$ cat config.mk
export PLATFORM = sky130hd
export DESIGN_NAME = rng_uni_ctrl
export DESIGN_NICKNAME = d
export VERILOG_FILES = /design/src/rtl/rng_uni_pkg.sv /design/src/rtl/rng_uni_ctrl_ser.sv /design/src/rtl/rng_uni_ctrl.sv
export SDC_FILE = /design/constraint.sdc
export NUM_CORES = 1
export LEC_CHECK = 0
export ABC_AREA = 1
export BUFFER_PORTS_ARGS = -buffer_cell sky130_fd_sc_hd__buf_2
export CAP_MARGIN = 30
export CORE_UTILIZATION = 50
export CTS_BUF_LIST = sky130_fd_sc_hd__clkbuf_4 sky130_fd_sc_hd__clkbuf_8
export CTS_CLUSTER_SIZE = 10
export DETAILED_ROUTE_END_ITERATION = 8
export HOLD_SLACK_MARGIN = 0.02
export PLACE_DENSITY = 0.82
export SYNTH_ARGS = -nofsm -noshare
export SYNTH_HDL_FRONTEND = slang
export SYNTH_SLANG_ARGS = --single-unit
$ cat constraint.sdc
create_clock -name clk -period 2.1 [get_ports clk]
set_clock_uncertainty 0.15 [all_clocks]
set_input_delay 0.105 -clock clk [delete_from_list [all_inputs] [get_ports clk]]
set_output_delay 0.105 -clock clk [all_outputs]
set_load 0.02 [all_outputs]
$ cat src/rtl/rng_uni_pkg.sv
// Shared types and constants for the rng_uni core and its sequencer.
package rng_uni_pkg;

    localparam int RNG_UNI_SEED_LEN = 1024;
    localparam int RNG_UNI_WIDTH    = 32;

    typedef enum logic [1:0] {
        IDLE = 2'd0,
        LOAD = 2'd1,
        WARM = 2'd2,
        RUN  = 2'd3
    } rng_uni_ctrl_state_t;

endpackage

$ cat src/rtl/rng_uni_ctrl_ser.sv
// Seed word serializer for rng_uni_ctrl: 32-bit load/shift buffer, LSB first.
// Readback collector on gen_s_out is built only when RNG_UNI_CTRL_READBACK_EN is defined.
module rng_uni_ctrl_ser
    import rng_uni_pkg::*;
(
    input  logic                     clk,
    input  logic                     rst_n,
    input  logic                     clear,
    input  logic                     load,
    input  logic [RNG_UNI_WIDTH-1:0] load_data,
    input  logic                     s_out,
    output logic                     shift,
    output logic                     s_bit,
    output logic                     empty,
    output logic                     last,
    output logic [RNG_UNI_WIDTH-1:0] rb_data,
    output logic                     rb_valid
);

    localparam int CW = $clog2(RNG_UNI_WIDTH);
    localparam logic [CW-1:0] LAST_BIT = CW'(RNG_UNI_WIDTH - 1);

    logic [RNG_UNI_WIDTH-1:0] buf_reg;
    logic [CW-1:0]            cnt_reg;
    logic                     full_reg;

    assign shift = full_reg;
    assign s_bit = buf_reg[0];
    assign empty = !full_reg;
    assign last  = full_reg && (cnt_reg == LAST_BIT);

    // A load on the last-bit cycle replaces the buffer so words stream back to back.
    always_ff @(posedge clk or negedge rst_n) begin
        if (!rst_n) begin
            buf_reg  <= '0;
            cnt_reg  <= '0;
            full_reg <= 1'b0;
        end else if (clear) begin
            buf_reg  <= '0;
            cnt_reg  <= '0;
            full_reg <= 1'b0;
        end else if (load) begin
            buf_reg  <= load_data;
            cnt_reg  <= '0;
            full_reg <= 1'b1;
        end else if (full_reg) begin
            buf_reg <= buf_reg >> 1;
            if (last) begin
                full_reg <= 1'b0;
                cnt_reg  <= '0;
            end else begin
                cnt_reg <= cnt_reg + 1'b1;
            end
        end
    end

`ifdef RNG_UNI_CTRL_READBACK_EN
    logic [RNG_UNI_WIDTH-1:0] col_reg;
    logic [RNG_UNI_WIDTH-1:0] rb_data_reg;
    logic                     rb_valid_reg;

    // Collector is word-aligned with the shift buffer, so the buffer's last flag closes each word.
    always_ff @(posedge clk or negedge rst_n) begin
        if (!rst_n) begin
            col_reg      <= '0;
            rb_data_reg  <= '0;
            rb_valid_reg <= 1'b0;
        end else begin
            rb_valid_reg <= 1'b0;
            if (full_reg) begin
                col_reg <= {s_out, col_reg[RNG_UNI_WIDTH-1:1]};
                if (last) begin
                    rb_data_reg  <= {s_out, col_reg[RNG_UNI_WIDTH-1:1]};
                    rb_valid_reg <= 1'b1;
                end
            end
        end
    end

    assign rb_data  = rb_data_reg;
    assign rb_valid = rb_valid_reg;
`else
    logic unused_s_out;
    assign unused_s_out = s_out;
    assign rb_data      = '0;
    assign rb_valid     = 1'b0;
`endif

endmodule

$ cat src/rtl/rng_uni_ctrl.sv
// Sequencer for the rng_uni core: seed load, warm-up, then valid/ready word delivery.
// Optional seed-chain readback is enabled by defining RNG_UNI_CTRL_READBACK_EN.
module rng_uni_ctrl
    import rng_uni_pkg::*;
#(
    parameter int SEED_LEN = RNG_UNI_SEED_LEN,
    parameter int WARMUP   = 64
) (
    input  logic        clk,
    input  logic        rst_n,
    input  logic        start,
    input  logic [31:0] seed_data,
    input  logic        seed_valid,
    output logic        seed_ready,
    output logic        gen_ce,
    output logic        gen_mode,
    output logic        gen_s_in,
    input  logic        gen_s_out,
    input  logic [31:0] gen_rng,
    output logic [31:0] out_data,
    output logic        out_valid,
    input  logic        out_ready,
    output logic        busy,
    output logic [31:0] rb_data,
    output logic        rb_valid
);

    localparam int NWORDS = SEED_LEN / RNG_UNI_WIDTH;
    localparam int WCW    = $clog2(NWORDS + 1);
    localparam int WMW    = $clog2(WARMUP + 1);
    localparam logic [WCW-1:0] NWORDS_W  = WCW'(NWORDS);
    localparam logic [WMW-1:0] WARM_LAST = WMW'(WARMUP - 1);

    rng_uni_ctrl_state_t state_reg, state_next;
    logic [WCW-1:0]      word_cnt_reg, word_cnt_next;
    logic [WMW-1:0]      warm_cnt_reg, warm_cnt_next;
    logic                out_valid_reg, out_valid_next;

    logic ser_clear;
    logic ser_load;
    logic ser_shift;
    logic ser_bit;
    logic ser_empty;
    logic ser_last;

    assign ser_load  = seed_valid && seed_ready;
    assign out_data  = gen_rng;
    assign out_valid = out_valid_reg;

    rng_uni_ctrl_ser u_ser (
        .clk       (clk),
        .rst_n     (rst_n),
        .clear     (ser_clear),
        .load      (ser_load),
        .load_data (seed_data),
        .s_out     (gen_s_out),
        .shift     (ser_shift),
        .s_bit     (ser_bit),
        .empty     (ser_empty),
        .last      (ser_last),
        .rb_data   (rb_data),
        .rb_valid  (rb_valid)
    );

    always_ff @(posedge clk or negedge rst_n) begin
        if (!rst_n) begin
            state_reg     <= IDLE;
            word_cnt_reg  <= '0;
            warm_cnt_reg  <= '0;
            out_valid_reg <= 1'b0;
        end else begin
            state_reg     <= state_next;
            word_cnt_reg  <= word_cnt_next;
            warm_cnt_reg  <= warm_cnt_next;
            out_valid_reg <= out_valid_next;
        end
    end

    always_comb begin
        state_next     = state_reg;
        word_cnt_next  = word_cnt_reg;
        warm_cnt_next  = warm_cnt_reg;
        out_valid_next = 1'b0;
        ser_clear      = 1'b0;
        seed_ready     = 1'b0;
        gen_ce         = 1'b0;
        gen_mode       = 1'b0;
        gen_s_in       = 1'b0;
        busy           = 1'b0;

        case (state_reg)
            IDLE: begin
                if (start) begin
                    state_next    = LOAD;
                    ser_clear     = 1'b1;
                    word_cnt_next = '0;
                end
            end

            LOAD: begin
                busy       = 1'b1;
                gen_mode   = 1'b1;
                // Stop accepting once the full seed has been taken; the buffer still drains.
                seed_ready = (ser_empty || ser_last) && (word_cnt_reg != NWORDS_W);
                gen_ce     = ser_shift;
                gen_s_in   = ser_shift && ser_bit;
                if (seed_valid && seed_ready) begin
                    word_cnt_next = word_cnt_reg + 1'b1;
                end
                if (ser_last && (word_cnt_reg == NWORDS_W)) begin
                    state_next    = WARM;
                    warm_cnt_next = '0;
                end
            end

            WARM: begin
                busy   = 1'b1;
                gen_ce = 1'b1;
                if (warm_cnt_reg == WARM_LAST) begin
                    state_next = RUN;
                end else begin
                    warm_cnt_next = warm_cnt_reg + 1'b1;
                end
            end

            RUN: begin
                // Advancing the core only when the held word is free keeps out_data stable under stall.
                gen_ce = !out_valid_reg || out_ready;
                if (start) begin
                    state_next     = LOAD;
                    ser_clear      = 1'b1;
                    word_cnt_next  = '0;
                    out_valid_next = 1'b0;
                end else if (gen_ce) begin
                    out_valid_next = 1'b1;
                end else begin
                    out_valid_next = out_valid_reg && !out_ready;
                end
            end

            default: begin
                state_next = IDLE;
            end
        endcase
    end

endmodule
# --- Word level (Yosys, flattened, before mapping) ---
# Index checks and enable logic that the tools add are counted.
word_totals:
  regBits: 54
  word_cells: 74
classes:
  n_reduce_logical: 21
  n_mux: 31
  eq_ne: 12
  add_sub_neg: 3
op_table:
  columns: ["cell", "n"]
  rows:
  - ["32-bit 2-to-1 mux", 3]
  - ["5-bit 2-to-1 mux", 4]
  - ["7-bit 2-to-1 mux", 2]
  - ["7-bit case mux with 2 select lines", 1]
  - ["1-bit 2-to-1 mux", 13]
  - ["6-bit 2-to-1 mux", 2]
  - ["6-bit case mux with 2 select lines", 1]
  - ["3-bit AND reduction", 3]
  - ["2-bit inequality test, second input constant", 4]
  - ["7-bit by 1-bit adder with 7-bit output, second input constant", 1]
  - ["7-bit by 6-bit == test with 1-bit output, second input constant", 1]
  - ["1-bit logical AND", 7]
  - ["6-bit by 1-bit adder with 6-bit output, second input constant", 1]
  - ["6-bit == test, second input constant", 1]
  - ["2-bit 2-to-1 mux", 3]
  - ["6-bit inequality test, second input constant", 1]
  - ["2-bit case mux with 3 select lines", 1]
  - ["5-bit by 1-bit adder with 5-bit output, second input constant", 1]
  - ["5-bit == test, second input constant", 1]
  - ["2-bit == test, second input constant", 2]
  - ["2-bit nonzero test", 2]
  - ["2-bit OR reduction", 2]
  - ["1-bit logical NOT", 3]
  - ["1-bit case mux with 3 select lines", 1]
  - ["5 further kinds", 6]

# --- Depth between registers and ports, before layout ---
# Gate-level depths: netlist of the first run.
depth:
  word_depth: 8
  depth_mapped: 13
  mapped_depth_nobuf: 11

# --- Cells and area by module ---
# From an unflattened synthesis of the first run, not the netlist that was laid out.
unflattened:
  cells_unflattened: 499
  hier_area_um2: 3587.2
modules_own_cells:
  columns: ["mod", "cells_per_inst", "area_each_um2", "seq_area_each_um2", "n_inst"]
  rows:
  - ["rng_uni_ctrl_ser", 303, 2215.9, 950.9, 1]
  - ["rng_uni_ctrl", 196, 1371.3, 400.4, 1]

# --- Worst setup path after synthesis of the first run ---
# No wires, ideal clock.
synth_timing:
  path_type: "flip-flop to flip-flop"
  startpoint: "register state_reg[0]"
  endpoint: "register u_ser.cnt_reg[3]"
  t_arrival_ps: 1713
  setup_ps: 118
  setup_slack_ps: 120
  required_ps: 1832
  stages_incl_launch_ff: 10
  cell_sequence: "dfrtp_1 inv_1 ha_1 nor2_1 inv_1 nand2_1 nor2_4 buf_4 nand2_1 nand2_1"
synth_between:
  elab_chain_len: 5
synth_rtl:
  columns: ["element", "line_no", "rtl"]
  rows:
  - ["start: declaration", "rng_uni_ctrl.sv:34", "rng_uni_ctrl_state_t state_reg, state_next;"]
  - ["start signal: assignment", "rng_uni_ctrl.sv:72", "state_reg <= state_next;"]
  - ["2-bit by 1-bit == test with 1-bit output", "rng_uni_ctrl.sv:91", "case (state_reg)"]
  - ["1-bit 2-to-1 mux", "rng_uni_ctrl.sv:91", null]
  - ["1-bit logical AND", "rng_uni_ctrl.sv:46", "assign ser_load = seed_valid && seed_ready;"]
  - ["5-bit 2-to-1 mux", "rng_uni_ctrl_ser.sv:42", "end else if (load) begin"]
  - ["5-bit 2-to-1 mux", "rng_uni_ctrl_ser.sv:38", "end else if (clear) begin"]
  - ["end signal: assignment", "rng_uni_ctrl_ser.sv:52", "cnt_reg <= cnt_reg + 1'b1;"]
  - ["end: declaration", "rng_uni_ctrl_ser.sv:24", "logic [CW-1:0] cnt_reg;"]
# Several ways; a longest one is shown, not always the timed one.
# A chain may end at the register's enable or synchronous reset.

# --- Worst setup path after layout of the first run ---
layout_timing:
  startpoint: "register u_ser.cnt_reg[1]"
  endpoint: "register u_ser.buf_reg[7]"
layout_between:
  elab_chain_len: 8
layout_rtl:
  columns: ["element", "line_no", "rtl"]
  rows:
  - ["5-bit == test *", "rng_uni_ctrl_ser.sv:30", "assign last = full_reg && (cnt_reg == LAST_BIT);"]
  - ["1-bit logical AND *", "rng_uni_ctrl_ser.sv:30", null]
  - ["1-bit logical OR *", "rng_uni_ctrl.sv:104", "seed_ready = (ser_empty || ser_last) && (word_cnt_reg != NWORDS_W);"]
  - ["1-bit logical AND *", "rng_uni_ctrl.sv:104", null]
  - ["1-bit 2-to-1 mux *", "rng_uni_ctrl.sv:91", null]
  - ["1-bit logical AND *", "rng_uni_ctrl.sv:46", null]
  - ["32-bit 2-to-1 mux", "rng_uni_ctrl_ser.sv:42", null]
  - ["32-bit 2-to-1 mux", "rng_uni_ctrl_ser.sv:38", null]
  - ["end signal: assignment", "rng_uni_ctrl_ser.sv:43", "buf_reg <= load_data;"]
  - ["end signal: assignment", "rng_uni_ctrl_ser.sv:47", "buf_reg <= buf_reg >> 1;"]
  - ["end: declaration", "rng_uni_ctrl_ser.sv:23", "logic [RNG_UNI_WIDTH-1:0] buf_reg;"]
# Mark *: on every way between the ends. The rest lies on a longest branch, timed or not.

==> results of run 1 <==
[layout by cell type (no fill, tap or decap), types with 11 or more instances in the layout]
cell type,netlist,final
nand2_1,232,196
dfrtp_1,54,54
buf_2,3,41
nand4_1,37,37
conb_1,1,33
dlygate4sd3_1,0,33
inv_1,29,28
nand2_2,0,26
nor2_1,25,21
buf_4,72,15
nand3_1,14,11
[worst register-to-register path, cell delays in order, from the launching register on]
cell	delay, ns
dfrtp_1	0.37
ha_2	0.19
nand2_2	0.06
nor2_2	0.09
ha_2	0.20
inv_2	0.05
a21oi_4	0.15
nand3_4	0.11
buf_6	0.14
a21oi_4	0.23
buf_6	0.15
clkbuf_16	0.15
nand2_2	0.05
nand2_1	0.08
[worst paths after layout]
| kind | start | slack [ns] | endpoint | cells past startpoint |
|---|---|---|---|---|
| min in group asynchronous | rst_n | 0.30 | u_ser.cnt_reg[3] | 3 |
| max in group asynchronous | rst_n | 1.02 | u_ser.cnt_reg[1] | 3 |
| hold reg to reg | u_ser.buf_reg[4] | 0.34 | u_ser.buf_reg[4] | 2 |
| hold / removal | gen_rng[10] | 0.06 | out_data[10] | 0 |
| setup / recovery | u_ser.cnt_reg[1] | -0.09 | u_ser.buf_reg[7] | 13 |
| setup reg to reg | u_ser.cnt_reg[1] | -0.09 | u_ser.buf_reg[7] | 13 |
[logic make-up after synthesis]
logic type | synth area share (%)
flip-flops | 37.5
AND/OR/NAND/NOR | 36.7
XOR/XNOR | 0.729
AO/OA/AOI/OAI | 2.19
buffers and inverters | 19.7
adder cells (fa/ha/maj) | 3.13
other | 0.104
[repair_timing]
action,CTS,global route
endpoints found under the setup margin,38,48
endpoints found under the hold margin,86,0
pin swaps,0,18
hold buffers,33,0
buffers inserted,6,6
resized for setup,17,56
gates cloned,2,5
[power by group]
part	internal (mW)	total (mW)	leakage [nW]	switching, mW
Combinational	0.480	0.954	1.77	0.474
Clock	0.229	0.601	0.0362	0.372
Sequential	1.09	1.14	0.726	0.0559
Total	1.80	2.70	2.54	0.902
[stage by stage]
step	area, um2	std cells	total power, mW	utilization, %
2_1_floorplan	3720	542	1.63	-
3_3_place_gp	3630	611	1.67	52.9
3_5_place_dp	3630	611	1.68	52.9
4_1_cts	4200	659	2.49	61.1
5_1_grt	4560	669	2.82	66.4
6_report	4560	669	2.70	66.4
[routing by layer]
metal	vias up	GRT usage, %	part of all wire [%]
met5	-	0	0
met4	0	8.79	2.9
met3	29	4.17	6.6
met2	179	39.6	52
met1	1625	27.8	39
li1	1626	-	-
[area by class of cell]
| class | count | area (um2) |
|---|---|---|
| inverter | 31 | 116 |
| tap | 96 | 120 |
| multi-input combinational | 372 | 1860 |
| fill | 513 | 2310 |
| clock buffer | 5 | 68.8 |
| timing repair buffer | 109 | 1030 |
| sequential | 54 | 1350 |
| clock inverter | 2 | 15.0 |
==> metrics, run 1 <==
vias per cell=slightly above 5; Final Routed Wirelength=9.43 mm; vias in the first global route=around 3200; DRT antenna net count=0; buffers and inverters on the worst path=4; post-synthesis cell area=3600 um2; crit start category=flop; Final Hold Viols=0; initial antenna violation count=0; most common cell in the netlist=nand2_1; core area=6870 um2; syn_area_per_cell=7.07 um2; Port Buf Inserts=42; Setup TNS Final=-1.40 ns; Worst Path Required=about 2.2 ns; final setup margin=-0.0903 ns; Worst Setup End Kind=flop; worst skew pair latency=0.32 ns; global-route wire length before repair=13.5 mm; LEAKAGE=~2.5 nW; pin count of the biggest net entering global routing=55; Antenna diodes=0; post-synthesis cell type count=24; Final Setup Violations=31; RSZ-0062 raised after global routing=yes; Die Width=86.9 um; via count=3459; layout cells sized above 1=23.7%; FP Rows=30; clk root buf=clkbuf_8; # clock sinks=54; Max clock buf depth=2; Worst-path clk slew=0.11 ns; Slew HR=52.8%; Synthesis Warnings=0; synthesis-to-layout area growth=26.6%; pwr dens=a little under 600 nW/um2; synthesized flop and latch total=54; Worst-Margin Slew=roughly 0.71 ns; Synth top area share=a little under two fifths; Tmin final=around 2.2 ns; Hold WC Path Type=in -> out; Synth Flop Type=dfrtp_1; htree depth=2; gr ovfl total=0; top post-synthesis cells by area=dfrtp_1 38%, nand2_1 24%, buf_4 15%; Seq/Total Area, Yosys=between 30% and 40%; HPWL after DPL=4.93 mm; Yosys top cell by area=dfrtp_1; Max stage delay on crit path=0.37 ns; Routed WL per cell=14.1 um; Global Route Usage Sum=22.7%; pins over their slew limit=0; Post-synth EDFFs=0; drt initial violations=230; Die ar.=7550 um2; Final Hold Slack=between 0.06 and 0.07 ns; ys async rst share=100%; Die H=86.9 um; Worst path slowest cell=dfrtp_1; max reg flops=32; Worst EP arrival=2.30 ns; Max-Cap Viols=0; CTS Buf Count=5; failing checks=negative setup slack; CTS tree=built; Place WS=-0.0510 ns; drt pass-1 iters=5; f_max=457 MHz; final worst path period share=104%; Crit path max-delay family=buffers and inverters; synth cell count leaders=232 x nand2_1, 72 x buf_4, 54 x dfrtp_1, 37 x nand4_1, 29 x inv_1; Initial Util=52.5%; gpl congestion=0.828; CP Max Fanout=8; worst path cell trace=ha_2, nand2_2, nor2_2, ha_2, inv_2, a21oi_4, nand3_4, buf_6, a21oi_4, buf_6, clkbuf_16, nand2_2, nand2_1; Mapped Cells=510; outcome=finished, violations left; worst vdd ir=between 0.3 and 0.4 mV; final net count=about 650; DRC viols=0; Setup Crit Path Kind=reg -> reg; I/O pin cnt=~140
Note: power is estimated with default switching activity, not from simulation.
==> inputs of run 2 (changes only) <==
--- a/config.mk
+++ b/config.mk
@@ -5,7 +5,6 @@
 export SDC_FILE = /design/constraint.sdc
 export NUM_CORES = 1
 export LEC_CHECK = 0
-export ABC_AREA = 1
 export BUFFER_PORTS_ARGS = -buffer_cell sky130_fd_sc_hd__buf_2
 export CAP_MARGIN = 30
 export CORE_UTILIZATION = 50
==> constraint.sdc (replaced) <==
create_clock -name clk -period 2.64 [get_ports clk]
set_clock_uncertainty 0.15 [all_clocks]
set_input_delay 0.132 -clock clk [delete_from_list [all_inputs] [get_ports clk]]
set_output_delay 0.132 -clock clk [all_outputs]
set_load 0.02 [all_outputs]
==> metrics, run 2 <==
layout cells sized above 1=a little under a fifth; Hold Crit Start=seed_data[17]; worst skew pair latency=roughly 0.31 ns; htree depth=2; post-synthesis cell type count=50; vias per cell=5.49; FP Rows=30; Max-Cap Viols=0; final net count=451; Tot Pwr=around 3.3 mW; post-synthesis cell area=3550 um2; syn_area_per_cell=9.69 um2; I/O pin cnt=141; Max clock buf depth=2; DRT antenna net count=0; crit start category=flop; Worst-Margin Slew=0.862 ns; pins over their slew limit=0; Post-synth EDFFs=0; Hold WC Path Type=in -> reg; M1 GR Usage=24.6%; GR Layer Usage met3=3.33%; # resized after CTS=0; synthesized flop and latch total=54; Max stage delay on crit path=~0.39 ns; Final Routed Wirelength=6.84 mm; FF-to-FF Start=u_ser.cnt_reg[0]; Final Cell Area=3590 um2; r2r setup slk=around 0.21 ns; final setup margin=0.214 ns; gpl congestion=between 0.7 and 0.8; CTS Buf Count=5; Synth top area share=38.1%; most frequent cells in the layout=53 x dfrtp_1, 42 x buf_2, 34 x nor3_1, 34 x mux2i_1, 33 x conb_1; area of the multi-input gates=approximately 1600 um2; core area=just under 7000 um2; pin count of the biggest net entering global routing=39; Tmin final=2.43 ns; Seq/Total Area, Yosys=between 30% and 40%; top post-synthesis cells by area=dfrtp_1 38%, buf_4 14%, mux2i_1 9.6%; met2 Track Usage GR=31.3%; Final Hold Viols=0; pwr dens=roughly 900 nW/um2; gr ovfl total=0; drt initial violations=131; CTS Hold Bufs=3; Hold Crit Endpoint=u_ser.buf_reg[17]; Antenna diodes=0; most common cell in the netlist=buf_4; CP Max Fanout=22; HPWL after DPL=4.72 mm; area post-placement=3480 um2; Place WS=0.243 ns; drt pass-1 iters=4; via count=~2600; synth cell count leaders=66 x buf_4, 54 x dfrtp_1, 34 x mux2i_1, 34 x nor3_1, 32 x a211oi_1; max reg flops=32; Die H=roughly 86 um; Die ar.=7430 um2; global-route wire length before repair=11.3 mm; Worst Path Required=approximately 2.7 ns; Crit Reg-Reg Endpoint=u_ser.cnt_reg[2]; cell repeated most along the worst path=ha_1; Final Setup Violations=0; Routed WL per cell=14.6 um; Synthesis Warnings=0; RSZ-0062 raised after global routing=no; synthesis-to-layout area growth=1.23%; vias in the first global route=between 2000 and 2500; Cells after DPL=458; final worst path period share=91.9%; Port Buf Inserts=42; Die Width=86.2 um; post-layout util=about 53%; FF-to-FF path depth=8; f_max=~410 MHz; worst path cell trace=ha_1, and3_1, ha_1, nand2b_1, nand3_1, buf_12, o22ai_1, nor2_1; Setup Crit Path Kind=reg -> reg; cell depth of the worst min-delay path=3; # clock sinks=54; outcome=complete, no violations; register area=between 1000 and 1500 um2; Non-Filler Instances=approximately 470; commonest non-fill, non-tap cell in the layout=dfrtp_1; initial antenna violation count=0; worst vdd ir=between 0.4 and 0.5 mV; Final Hold Slack=~0.028 ns; Worst Setup End Kind=flop; Top Usage Layer GRT=met2; ys async rst share=100%; Initial Util=51.9%; Slew HR=42.5%; Worst path slowest cell=dfrtp_1; Setup TNS Final=0 ns; filler instances=640; Worst-path clk slew=0.09 ns; CTS tree=built; LEAKAGE=1.61 nW; clk root buf=clkbuf_8; Setup Buffers After CTS=0; Worst EP arrival=2.45 ns; DRC viols=0; Global Route Usage Sum=roughly a fifth; Yosys top cell by area=dfrtp_1; Mapped Cells=366; Synth Flop Type=dfrtp_1
run 2: cell count changes in the layout (fill, tap and decap cells not counted), moves of 6 or more:
cell / previous run / this run
dlygate4sd3_1: 33 / 3
buf_4: 15 / 8
buf_6: 7 / 0
a211oi_1: 0 / 32
inv_1: 28 / 12
nor2_1: 21 / 7
nor3_1: 4 / 34
nand2_4: 8 / 0
mux2i_1: 0 / 34
nand2_1: 196 / 20
nor2b_1: 0 / 7
nand2_2: 26 / 0
nand3_1: 11 / 5
nand4_1: 37 / 3
run 2: worst max-delay path by stage:
stage                     cells past startpoint  slack [ns]             start           endpoint
after detailed placement                      8        0.24  u_ser.cnt_reg[0]   u_ser.cnt_reg[3]
final                                         8        0.21  u_ser.cnt_reg[0]   u_ser.cnt_reg[2]
after CTS                                     8        0.23  u_ser.cnt_reg[0]   u_ser.cnt_reg[3]
after global routing                          8        0.08  u_ser.cnt_reg[0]   u_ser.cnt_reg[2]
after global placement                        8        0.36  u_ser.cnt_reg[0]   u_ser.cnt_reg[3]
after floorplan                               8        0.55  u_ser.cnt_reg[0]  u_ser.buf_reg[17]
run 2: area by class of cell:
class	instances	share of cell area, %
clock buffer	6	2.30
tap	96	3.35
inverter	12	1.25
timing repair buffer	55	9.48
multi-input combinational	244	45.9
sequential	54	37.7
run 2: power breakdown:
part	leakage, nW	internal, mW	switching, mW
Clock	0.0431	0.203	0.255
Sequential	0.714	1.08	0.208
Combinational	0.850	0.654	0.921
run 2: critical path, delay by kind of cell, from the launching register on:
| kind | cells | cell delay, ns |
|---|---|---|
| AOI/OAI and AO/OA | 1 | 0.35 |
| DFF | 1 | 0.39 |
| and+or+nand+nor | 4 | 0.72 |
| adders and majority gates | 2 | 0.48 |
| buffers and inverters | 1 | 0.21 |
run 2: cells by family after synthesis:
logic type               after synthesis  synth area share [%]
buffers and inverters                100                  18.8
AND/OR/NAND/NOR                      100                  15.7
AO/OA/AOI/OAI                         67                  14.1
flip-flops                            54                  38.1
multiplexers                          35                  9.92
adder cells (fa/ha/maj)                9                  3.18
other                                  1                 0.106
run 2: routing by layer:
layer / routed length [um] / part of all wire (%)
met5: 0 / 0
met4: 154 / 2.3
met3: 262 / 3.8
met2: 3370 / 49
met1: 3050 / 45
==> inputs of run 3 (changes only) <==
--- a/config.mk
+++ b/config.mk
@@ -5,6 +5,7 @@
 export SDC_FILE = /design/constraint.sdc
 export NUM_CORES = 1
 export LEC_CHECK = 0
+export ABC_AREA = 1
 export BUFFER_PORTS_ARGS = -buffer_cell sky130_fd_sc_hd__buf_2
 export CAP_MARGIN = 30
 export CORE_UTILIZATION = 50
==> metrics, run 3 (synthesized netlist as in run 1, its figures left out) <==
Final Routed Wirelength=7.04 mm; Die ar.=around 7600 um2; Antenna diodes=0; Port Buf Inserts=42; # clock sinks=54; Max clock buf depth=2; Worst Path Required=2.36 ns; CP Max Fanout=33; Worst-path clk slew=approximately 0.090 ns; FF-to-FF Start=u_ser.cnt_reg[0]; Worst path slowest cell=dfrtp_1; Initial Util=52.5%; cell depth of the worst min-delay path=5; crit start category=flop; met2 Track Usage GR=35.8%; gr ovfl total=0; DRT antenna net count=0; Hold WC Path Type=in -> reg; commonest non-fill, non-tap cell in the layout=nand2_1; final setup margin=0.279 ns; f_max=between 400 and 500 MHz; drt pass-1 iters=4; Hold Crit Start=seed_data[5]; DRC viols=0; Setup TNS Final=0 ns; pins over their slew limit=0; filler instances=around 640; Top Usage Layer GRT=met2; via count=~3000; Worst EP arrival=2.08 ns; Max-Cap Viols=0; Setup Crit Path Kind=reg -> out; GR Layer Usage met3=3.60%; Die H=86.9 um; outcome=complete, no violations; Setup Buffers After CTS=0; M1 GR Usage=25.6%; max reg flops=32; CTS Buf Count=5; pwr dens=494 nW/um2; Max stage delay on crit path=0.38 ns; vias in the first global route=2757; LEAKAGE=2.18 nW; worst skew pair latency=0.31 ns; most frequent cells in the layout=232 x nand2_1, 54 x dfrtp_1, 42 x buf_2; initial antenna violation count=0; Die Width=86.9 um; Global Route Usage Sum=~20%; FP Rows=30; drt initial violations=slightly below 200; Crit Reg-Reg Endpoint=word_cnt_reg[0]; RSZ-0062 raised after global routing=no; gpl congestion=about 0.9; Final Hold Viols=0; htree depth=2; global-route wire length before repair=around 12 mm; FF-to-FF path depth=12; worst vdd ir=0.255 mV; Tmin final=2.36 ns; synthesis-to-layout area growth=4.44%; final net count=603; clk root buf=clkbuf_8; CTS tree=built; Routed WL per cell=11.4 um; layout cells sized above 1=12.4%; I/O pin cnt=141; HPWL after DPL=4.86 mm; Worst Setup End Kind=output pin; worst path cell trace=inv_1, ha_1, nand2_1, inv_1, nand3_2, buf_4, nand2_1, nor2_1, buf_2; r2r setup slk=roughly 0.34 ns; Place WS=around 0.24 ns; Final Setup Violations=0; core area=6870 um2; final worst path period share=89.4%; Hold Crit Endpoint=u_ser.buf_reg[5]; pin count of the biggest net entering global routing=35; vias per cell=between 4 and 5
## run 3: timing repair
action | CTS | global route
hold endpoints to repair | 63 | 0
hold buffers | 10 | 0
setup endpoints to repair | 0 | 2
gates resized for setup | 0 | 1
## run 3: area by class of cell
type	instances	area [um2]	area share [%]
repair buffers	60	395	10.5
clock inverters	1	30.0	0.798
flip-flops and latches	54	1350	35.9
inverters	31	116	3.09
well taps	96	120	3.19
clock buffers	6	82.6	2.19
multi-input cells	372	1670	44.3
## run 3: stage by stage
| step | cells | utilization, % | power, mW | area (um2) | hold slack, ns |
|---|---|---|---|---|---|
| 3_3_place_gp | 603 | 51.6 | 1.28 | 3550 | -0.0976 |
| 6_report | 620 | 54.8 | 1.86 | 3760 | 0.0263 |
| 3_5_place_dp | 603 | 51.6 | 1.30 | 3550 | -0.0898 |
| 4_1_cts | 620 | 54.7 | 1.88 | 3760 | 0.0214 |
| 5_1_grt | 620 | 54.8 | 1.95 | 3760 | 0.0312 |
| 2_1_floorplan | 542 | - | 1.30 | 3720 | -0.314 |
## run 3: worst max-delay path, delay by kind of cell (launching register included)
kind	cells	cell delay, ns
adders and majority gates	1	0.20
buffers and inverters	4	0.66
DFF	1	0.38
and+or+nand+nor	4	0.53
## run 3: worst max path at each step
stage                     start                to  slack [ns]  depth (start not counted)
2_1_floorplan      state_reg[0]  u_ser.cnt_reg[3]        0.66                          9
3_3_place_gp   u_ser.cnt_reg[0]   word_cnt_reg[5]        0.31                         12
3_5_place_dp   u_ser.cnt_reg[0]   word_cnt_reg[0]        0.24                         12
4_1_cts        u_ser.cnt_reg[0]   word_cnt_reg[0]        0.20                         12
5_1_grt         word_cnt_reg[0]        seed_ready        0.09                          9
6_report        word_cnt_reg[0]        seed_ready        0.28                          9
## run 3: per-layer routing
metal / up-vias / wire length, um
met1: 1377 / 3220
met5: - / 0
met3: 9 / 268
met4: 0 / 80
li1: 1524 / -
met2: 80 / 3480
## run 3: where the power goes
group	switching, mW	leakage [nW]	internal [mW]	total, mW
Clock	0.265	0.0573	0.304	0.569
Combinational	0.247	1.40	0.130	0.377
Sequential	0.0457	0.726	0.865	0.911
